<file path="config.mk">
export PLATFORM = sky130hd
export DESIGN_NAME = serial_borrow_subtractor
export DESIGN_NICKNAME = d
export VERILOG_FILES = /design/src/rtl/serial_borrow_subtractor.sv
export SDC_FILE = /design/constraint.sdc
export NUM_CORES = 1
export LEC_CHECK = 0
export CORE_MARGIN = 3
export CORE_UTILIZATION = 40
export DETAILED_ROUTE_END_ITERATION = 8
export PLACE_DENSITY = 0.66
export SLEW_MARGIN = 15
export SYNTH_ARGS = -nofsm -noshare
export SYNTH_HDL_FRONTEND = slang
export SYNTH_SLANG_ARGS = --single-unit
</file>
<file path="constraint.sdc">
create_clock -name clk -period 2.3 [get_ports clk]
set_clock_uncertainty 0.15 [all_clocks]
set_input_delay 0.46 -clock clk [delete_from_list [all_inputs] [get_ports clk]]
set_output_delay 0.46 -clock clk [all_outputs]
set_load 0.005 [all_outputs]
</file>
<file path="src/rtl/serial_borrow_subtractor.sv">
// serial_borrow_subtractor
//   Computes d = a - b - bin (modulo 2^WIDTH) two bits per cycle, LSB slice
//   first, using a 2-bit borrow-lookahead slice. A run takes WIDTH/2 RUN
//   cycles followed by one DONE cycle, which carries the done strobe.
//
// Ports
//   clk    rising-edge clock
//   rst_n  synchronous active-low reset
//   start  begin a subtraction; accepted only while busy=0 (IDLE or DONE)
//   a, b   minuend / subtrahend (WIDTH bits), bin borrow-in
//   busy   high while slices are being processed
//   done   one-cycle strobe; d/bout/ovf/zero are valid from this cycle and
//          hold until the next accepted start
//   d      difference, bout borrow out of bit WIDTH-1
//   ovf    signed two's-complement overflow, zero  d == 0
//
// WIDTH must be even and at least 4.
module serial_borrow_subtractor #(
    parameter int WIDTH = 64
) (
    input  logic             clk,
    input  logic             rst_n,
    input  logic             start,
    input  logic [WIDTH-1:0] a,
    input  logic [WIDTH-1:0] b,
    input  logic             bin,
    output logic             busy,
    output logic             done,
    output logic [WIDTH-1:0] d,
    output logic             bout,
    output logic             ovf,
    output logic             zero
);

    localparam int SLICES = WIDTH / 2;
    localparam int CW     = (SLICES > 1) ? $clog2(SLICES) : 1;

    typedef enum logic [1:0] {
        IDLE = 2'd0,
        RUN  = 2'd1,
        DONE = 2'd2
    } state_t;

    state_t           state_q, state_d;
    logic [CW-1:0]    cnt_q, cnt_d;
    // Operands shift right two bits per slice, so bits [1:0] are always the
    // current slice; the sign bits are kept aside for the overflow flag.
    logic [WIDTH-1:0] opa_q, opa_d;
    logic [WIDTH-1:0] opb_q, opb_d;
    logic             a_msb_q, a_msb_d;
    logic             b_msb_q, b_msb_d;
    logic             br_q, br_d;
    // Difference bits enter at the top and shift down; after SLICES shifts
    // slice 0 lands at bits [1:0].
    logic [WIDTH-1:0] acc_q, acc_d;
    logic [WIDTH-1:0] d_q, d_d;
    logic             bout_q, bout_d;
    logic             ovf_q, ovf_d;
    logic             zero_q, zero_d;

    // 2-bit borrow-lookahead slice
    logic g0, g1, p0, p1, s0, s1, br1, brout, last;
    logic [WIDTH-1:0] acc_next;

    always_comb begin
        g0       = ~opa_q[0] & opb_q[0];
        g1       = ~opa_q[1] & opb_q[1];
        p0       = ~(opa_q[0] ^ opb_q[0]);
        p1       = ~(opa_q[1] ^ opb_q[1]);
        br1      = g0 | (p0 & br_q);
        brout    = g1 | (p1 & g0) | (p1 & p0 & br_q);
        s0       = opa_q[0] ^ opb_q[0] ^ br_q;
        s1       = opa_q[1] ^ opb_q[1] ^ br1;
        acc_next = {s1, s0, acc_q[WIDTH-1:2]};
        last     = (cnt_q == CW'(SLICES - 1));
    end

    always_comb begin
        state_d = state_q;
        cnt_d   = cnt_q;
        opa_d   = opa_q;
        opb_d   = opb_q;
        a_msb_d = a_msb_q;
        b_msb_d = b_msb_q;
        br_d    = br_q;
        acc_d   = acc_q;
        d_d     = d_q;
        bout_d  = bout_q;
        ovf_d   = ovf_q;
        zero_d  = zero_q;

        case (state_q)
            IDLE, DONE: begin
                state_d = IDLE;
                if (start) begin
                    state_d = RUN;
                    cnt_d   = '0;
                    opa_d   = a;
                    opb_d   = b;
                    a_msb_d = a[WIDTH-1];
                    b_msb_d = b[WIDTH-1];
                    br_d    = bin;
                    acc_d   = '0;
                end
            end
            RUN: begin
                opa_d = opa_q >> 2;
                opb_d = opb_q >> 2;
                br_d  = brout;
                acc_d = acc_next;
                cnt_d = cnt_q + CW'(1);
                if (last) begin
                    // Visible results change only on entry to DONE.
                    state_d = DONE;
                    d_d     = acc_next;
                    bout_d  = brout;
                    ovf_d   = (a_msb_q != b_msb_q) & (acc_next[WIDTH-1] != a_msb_q);
                    zero_d  = (acc_next == '0);
                end
            end
            default: state_d = IDLE;
        endcase
    end

    always_ff @(posedge clk) begin
        if (!rst_n) begin
            state_q <= IDLE;
            cnt_q   <= '0;
            opa_q   <= '0;
            opb_q   <= '0;
            a_msb_q <= 1'b0;
            b_msb_q <= 1'b0;
            br_q    <= 1'b0;
            acc_q   <= '0;
            d_q     <= '0;
            bout_q  <= 1'b0;
            ovf_q   <= 1'b0;
            zero_q  <= 1'b0;
        end else begin
            state_q <= state_d;
            cnt_q   <= cnt_d;
            opa_q   <= opa_d;
            opb_q   <= opb_d;
            a_msb_q <= a_msb_d;
            b_msb_q <= b_msb_d;
            br_q    <= br_d;
            acc_q   <= acc_d;
            d_q     <= d_d;
            bout_q  <= bout_d;
            ovf_q   <= ovf_d;
            zero_q  <= zero_d;
        end
    end

    assign busy = (state_q == RUN);
    assign done = (state_q == DONE);
    assign d    = d_q;
    assign bout = bout_q;
    assign ovf  = ovf_q;
    assign zero = zero_q;

endmodule

</file>
### Word-level counts from Yosys, hierarchy flattened

Cells that the tools add are included.

| storage, ports and cells | value |
|---|---|
| register bits after elaboration | 269 |
| bits in latches | 0 |
| RAM bits | 0 |
| bits in read-only memories | 0 |
| input bits | 132 |
| output and inout bits | 69 |
| logic and storage cells | 58 |
| memories | 0 |

| operators by class | value |
|---|---|
| add/sub/neg operators | 1 |
| $mul | 0 |
| div/mod/pow operators | 0 |
| magnitude comparators | 0 |
| equality and inequality tests | 7 |
| shifts and indexed selects | 0 |
| muxes and demuxes | 13 |
| bitwise logic cells | 18 |
| reductions and logical operators | 7 |

Operators by type and width:

| kind | number |
|---|---|
| $pmux 64 s2 | 3 |
| $mux 64 | 3 |
| $logic_not 64->1 | 1 |
| $pmux 5 s2 | 1 |
| $and 1x1->1 | 7 |
| $reduce_and 2->1 | 3 |
| $add 5x1->5 const B | 1 |
| $eq 5x5->1 const B | 1 |
| $mux 5 | 1 |
| $not 1->1 | 4 |
| $pmux 2 s2 | 1 |
| $xor 1x1->1 | 4 |
| $or 1x1->1 | 3 |
| $eq 2x1->1 const B | 1 |
| $eq 2x2->1 const B | 1 |
| $logic_not 2->1 | 1 |
| $mux 1 | 2 |
| $mux 2 | 1 |
| $ne 1x1->1 | 2 |
| $ne 2x1->1 const B | 1 |
| $ne 2x2->1 const B | 1 |
| $pmux 1 s2 | 1 |
| $reduce_bool 2->1 | 1 |
| $reduce_or 2->1 | 1 |

### Depth between registers and ports, before layout

| depth | value |
|---|---|
| word-level depth | 7 |
| mapped depth | 8 |
| mapped depth without buffers | 7 |

### Worst setup path before layout

Ideal clock, no wire load.

| path | value |
|---|---|
| path type | register -> register |
| from | register opb_q[0] |
| to | register zero_q (netlist: zero) |
| setup time | 0.069 ns |
| data arrival time | 1.721 ns |
| required time | 2.081 ns |
| setup slack | 0.360 ns |
| stages on the path, launching flop included | 7 |
| buffers on the path | 0 |
| period minus slack after synthesis | 1.940 ns |
| path through | dfxtp_1 inv_1 fa_1 nor4_2 nand4_1 or4_1 o21ai_1 |

| on the way | value |
|---|---|
| elaborated cells between the ends (all ways) | 8 |
| those cells by class | 7 x bitwise; 1 x reduce/logical |

RTL lines:

| what | line | source |
|---|---|---|
| start, declared | 49 | `logic [WIDTH-1:0] opb_q, opb_d;` |
| start signal, assigned | 143 | `opb_q <= opb_d;` |
| $xor 1x1->1 (2 in a row) | 72 | `s0 = opa_q[0] ^ opb_q[0] ^ br_q;` |
| net s0 | 62 | `logic g0, g1, p0, p1, s0, s1, br1, brout, last;` |
| $logic_not 64->1 | 118 | `zero_d = (acc_next == '0);` |
| end signal, assigned | 151 | `zero_q <= zero_d;` |
| end, declared | 59 | `logic zero_q, zero_d;` |

The timed path passes the listed nets, and every way through them passes these cells.
A chain may end at the register's enable or synchronous reset.

### Worst setup path after layout

| path | value |
|---|---|
| from | register state_q[0] |
| to | output busy |

| on the way | value |
|---|---|
| word-level cells in the longest chain between the ends | 1 |

Ends and longest elaborated chain:

| what | line | source |
|---|---|---|
| start, declared | 44 | `state_t state_q, state_d;` |
| start signal, assigned | 140 | `state_q <= state_d;` |
| $eq 2x1->1 | 155 | `assign busy = (state_q == RUN);` |
| end, declared | 27 | `output logic busy,` |

No other way between the ends.

==> impl_results.rst <==
.. list-table::
   :header-rows: 1

   * - Metric
     - Value
   * - Number of global-route vias before repair
     - approximately 8,300
   * - Area growth from synthesis to layout
     - 31.6%
   * - Pin count of the biggest net entering global routing
     - about 120
   * - Post-synthesis register bit count
     - approximately 270
   * - Cell area after synthesis
     - around 11,000 µm²
   * - Number of warnings issued by yosys
     - 0
   * - Initial antenna violation count
     - 1
   * - Delay of the slowest critical-path stage
     - between 0.4 and 0.5 ns
   * - Worst ir drop on vdd
     - 500 µV
   * - Setup Viol. Count Final
     - 0
   * - Fin crit period
     - approximately 2.2 ns
   * - Metal1 wirelength
     - 11.4 mm
   * - Slowest cell on the critical path
     - clkdlybuf4s50_1
   * - Endpoint of the worst register-to-register path
     - zero$_SDFFE_PN0P_
   * - Post-synth cell types
     - 35
   * - Adder and majority gate portion of the synthesized area
     - less than 1%
   * - Mux share of post-synthesis cell area
     - 0%
   * - TritonCTS sink count
     - ~270
   * - Final clock period utilization by the worst path
     - between 90% and 100%
   * - Most repeated cell in the gate-level netlist after synthesis
     - nand2_1
   * - IO Pins
     - around 200
   * - Arr. time, crit path
     - approximately 1.6 ns
   * - Die area
     - 28,500 µm²
   * - Most used DFF post-synth
     - dfxtp_1
   * - Cts bufs inserted
     - 28
   * - Sequential cell area fraction in the yosys report
     - about half
   * - Overall die width
     - between 150 and 200 µm
   * - Final cell count without fillers
     - ~1,700
   * - Highest metal layer with signal wires
     - met5
   * - R2r worst-path depth
     - 6
   * - Synthesized-area fraction occupied by ao, oa, aoi and oai cells
     - 27.9%
   * - Routability congestion estimate
     - around 0.75
   * - GRT overflow
     - 0
   * - Max-cap violation count
     - 0
   * - Sum of net half-perimeters after detailed placement
     - approximately 16 mm
   * - Max Clk Rate
     - between 0.4 and 0.5 GHz
   * - Final-report max-slew violation count
     - 0
   * - Mapped Nets
     - 1,333
   * - XOR/XNOR share of the synthesized area
     - less than 1%
   * - Tot GR Track Use
     - 17.0%
   * - Maximum root-to-sink buffer count
     - 3
   * - DR DRC count
     - 0
   * - Met3 routed wirelength
     - ~1.9 mm
   * - Outcome
     - complete, no violations
   * - Overall routed net length
     - 25.1 mm
   * - Headroom to the max-slew limit
     - between 50% and 60%
   * - Routed wire length per instance
     - between 10 and 15 µm
   * - Area share of and/or/nand/nor cells after synthesis
     - between 10% and 20%
   * - Worst setup endpoint
     - busy
   * - Via density per instance
     - around 5.1
   * - Crit-path cells
     - nand2b_4, inv_6, clkdlybuf4s50_1
   * - Register-to-register setup slack
     - around 0.13 ns
   * - Core outline area
     - approximately 26,000 µm²
   * - Total of hold buffers inserted after clock tree synthesis
     - 0
   * - Crit Path Max Fanout
     - 5
   * - Antenna fix cells
     - 0
   * - Cell type contributing the most total cell area after synthesis
     - dfxtp_1
   * - Clock tree from TritonCTS
     - built
   * - Post-DRT Antenna Nets
     - 0
   * - Quantity of I/O buffers inserted on ports
     - 200
   * - DR vias
     - 8,690
   * - Required time of the critical path
     - between 1.5 and 2 ns
   * - Wire length of the first global-routing pass
     - 41.6 mm
   * - Async set-or-reset flop fraction in the synthesized netlist
     - 0%
   * - Clock root cell
     - clkbuf_16
   * - Vertical die dimension
     - ~170 µm
   * - Startpoint of the lowest-slack register-to-register path
     - br_q$_SDFFE_PN0P_
   * - Static Leak
     - slightly below 5 nW
   * - Critical path type
     - reg2out
   * - Detailed-routed wire length on met2
     - ~12 mm
   * - Number of instances in the synthesized netlist
     - 1,196
   * - Power per cell area
     - about 800 nW/µm²
   * - Number of placement rows
     - just under 60
   * - Worst-Margin Slew
     - roughly 0.6 ns
   * - Number of cells after detailed placement
     - around 1,600
   * - Top post-synthesis cells by count
     - 367 x nand2_1, 267 x dfxtp_1, 150 x a21boi_1
   * - Initial DRC count
     - 634
   * - Type of destination of the critical path
     - output pin
   * - Count of flip-flops with a built-in enable after synthesis
     - 0
   * - Fraction of final layout cells sized beyond drive strength 1
     - slightly above 6%
   * - Net count reported at finish
     - between 1,000 and 1,500
   * - Mean area per synthesized cell
     - between 8 and 9 µm²
   * - Most area-consuming cells after synthesis
     - dfxtp_1 50%, nand2_1 13%, a21boi_1 11%
   * - Final-layout setup total negative slack
     - 0 ns
   * - Setup crit start kind
     - flop
   * - Clock transition time at the flip-flop clock pins of the worst setup and hold paths
     - 0.06 ns
   * - Dominant combinational cell family by area after synthesis
     - compound AO/OA/AOI/OAI gates
   * - Max H-tree Level
     - 1
   * - First-pass iteration count of the detailed router
     - 5
   * - Post-synth top area share
     - between 50% and 60%
   * - Beginning of the critical path
     - state_q[0]$_SDFFE_PN0P_
   * - Worst-skew pair later-pin latency
     - between 0.5 and 0.6 ns
   * - Unrepaired setup endpoints after global routing
     - false
   * - Number of hold-slack violations in the final timing report
     - 0
   * - Starting density of the core
     - around two fifths
   * - Power consumption
     - about 0.011 W
   * - Worst min-delay path category
     - in2reg
layout make-up:
type                            instances  area, µm²
Multi-Input combinational cell        823       4820
Tap cell                              330        413
Clock buffer                           44        902
Fill cell                            2397      11700
Clock inverter                          8        168
Inverter                                5       23.8
Timing Repair Buffer                  220       2270
Sequential cell                       267       5350
worst max-delay path, delay by kind of cell (launching register included):
| kind | cells | cell delay [ns] |
|---|---|---|
| buffers and inverters | 2 | 0.57 |
| flip-flops | 1 | 0.41 |
| AND/OR/NAND/NOR | 1 | 0.11 |
flip-flops by register name, summed over array words and instances, names as in the netlist:
signal / flops
a_msb_q: 1
d: 64
opa_q: 64
acc_q: 62
zero: 1
cnt_q: 5
state_q: 2
br_q: 1
ovf: 1
b_msb_q: 1
opb_q: 64
bout: 1
stage by stage:
stage	util, %	setup slack (ns)	hold slack, ns	area [µm²]
finish	54.4	0.0794	0.124	13900
global route	54.4	0.0137	0.114	13900
CTS	54.4	0.0499	0.0934	13900
detailed placement	50.1	0.0786	0.295	12800
global placement	50.1	0.0834	0.291	12800
floorplan	-	0.360	0.285	10600
layer usage:
metal  track usage, %  vias to the layer above
met5                0                        -
met4             3.13                        2
met3             5.00                       23
met2             27.3                      195
met1             23.1                     4053
li1                 -                     4417
kinds of logic (layout without fill, tap and decap cells):
group | Yosys count | after routing
AND/OR/NAND/NOR | 422 | 422
AO/OA/AOI/OAI | 394 | 394
flip-flops | 267 | 267
buffers and inverters | 106 | 277
adder cells (fa/ha/maj) | 5 | 5
XOR/XNOR | 2 | 2
how the worst min path moves through the flow:
stage                                start                     end  slack (ns)  depth (start not counted)
finish                               rst_n      d[10]$_SDFFE_PN0P_        0.12                          2
global route                         rst_n      d[10]$_SDFFE_PN0P_        0.11                          2
CTS                                  rst_n       d[6]$_SDFFE_PN0P_        0.09                          2
detailed placement  opa_q[53]$_SDFFE_PN0P_  opa_q[53]$_SDFFE_PN0P_        0.30                          2
global placement    opb_q[29]$_SDFFE_PN0P_  opb_q[29]$_SDFFE_PN0P_        0.29                          2
floorplan            opa_q[1]$_SDFFE_PN0P_   opa_q[1]$_SDFFE_PN0P_        0.29                          2
power breakdown:
group	total (W)	internal (W)	switching (W)
sequential	0.00489	0.00479	0.0000933
combinational	0.000988	0.000490	0.000498
clock	0.00503	0.00324	0.00179
what timing repair did:
item / CTS / global route
resized for setup: 3 / 6
cloned: 0 / 0
setup endpoints to repair: 1 / 5
buffers inserted: 1 / 0
pin swaps: 0 / 2
cell usage in the layout (no fill, tap or decap), drive strengths merged, types with 4 or more instances in the layout:
cell           netlist  layout
ha                   4       4
nand2              367     367
buf                 49      21
nand4                5       5
inv                  5       5
a22oi              136     136
clkbuf              52      44
nor4                15      15
bufinv               0       5
nor2b               15      15
dfxtp              267     267
nor2                 5       5
clkdlybuf4s50        0     199
a21boi             246     246
(Power assumes the default switching activity.)
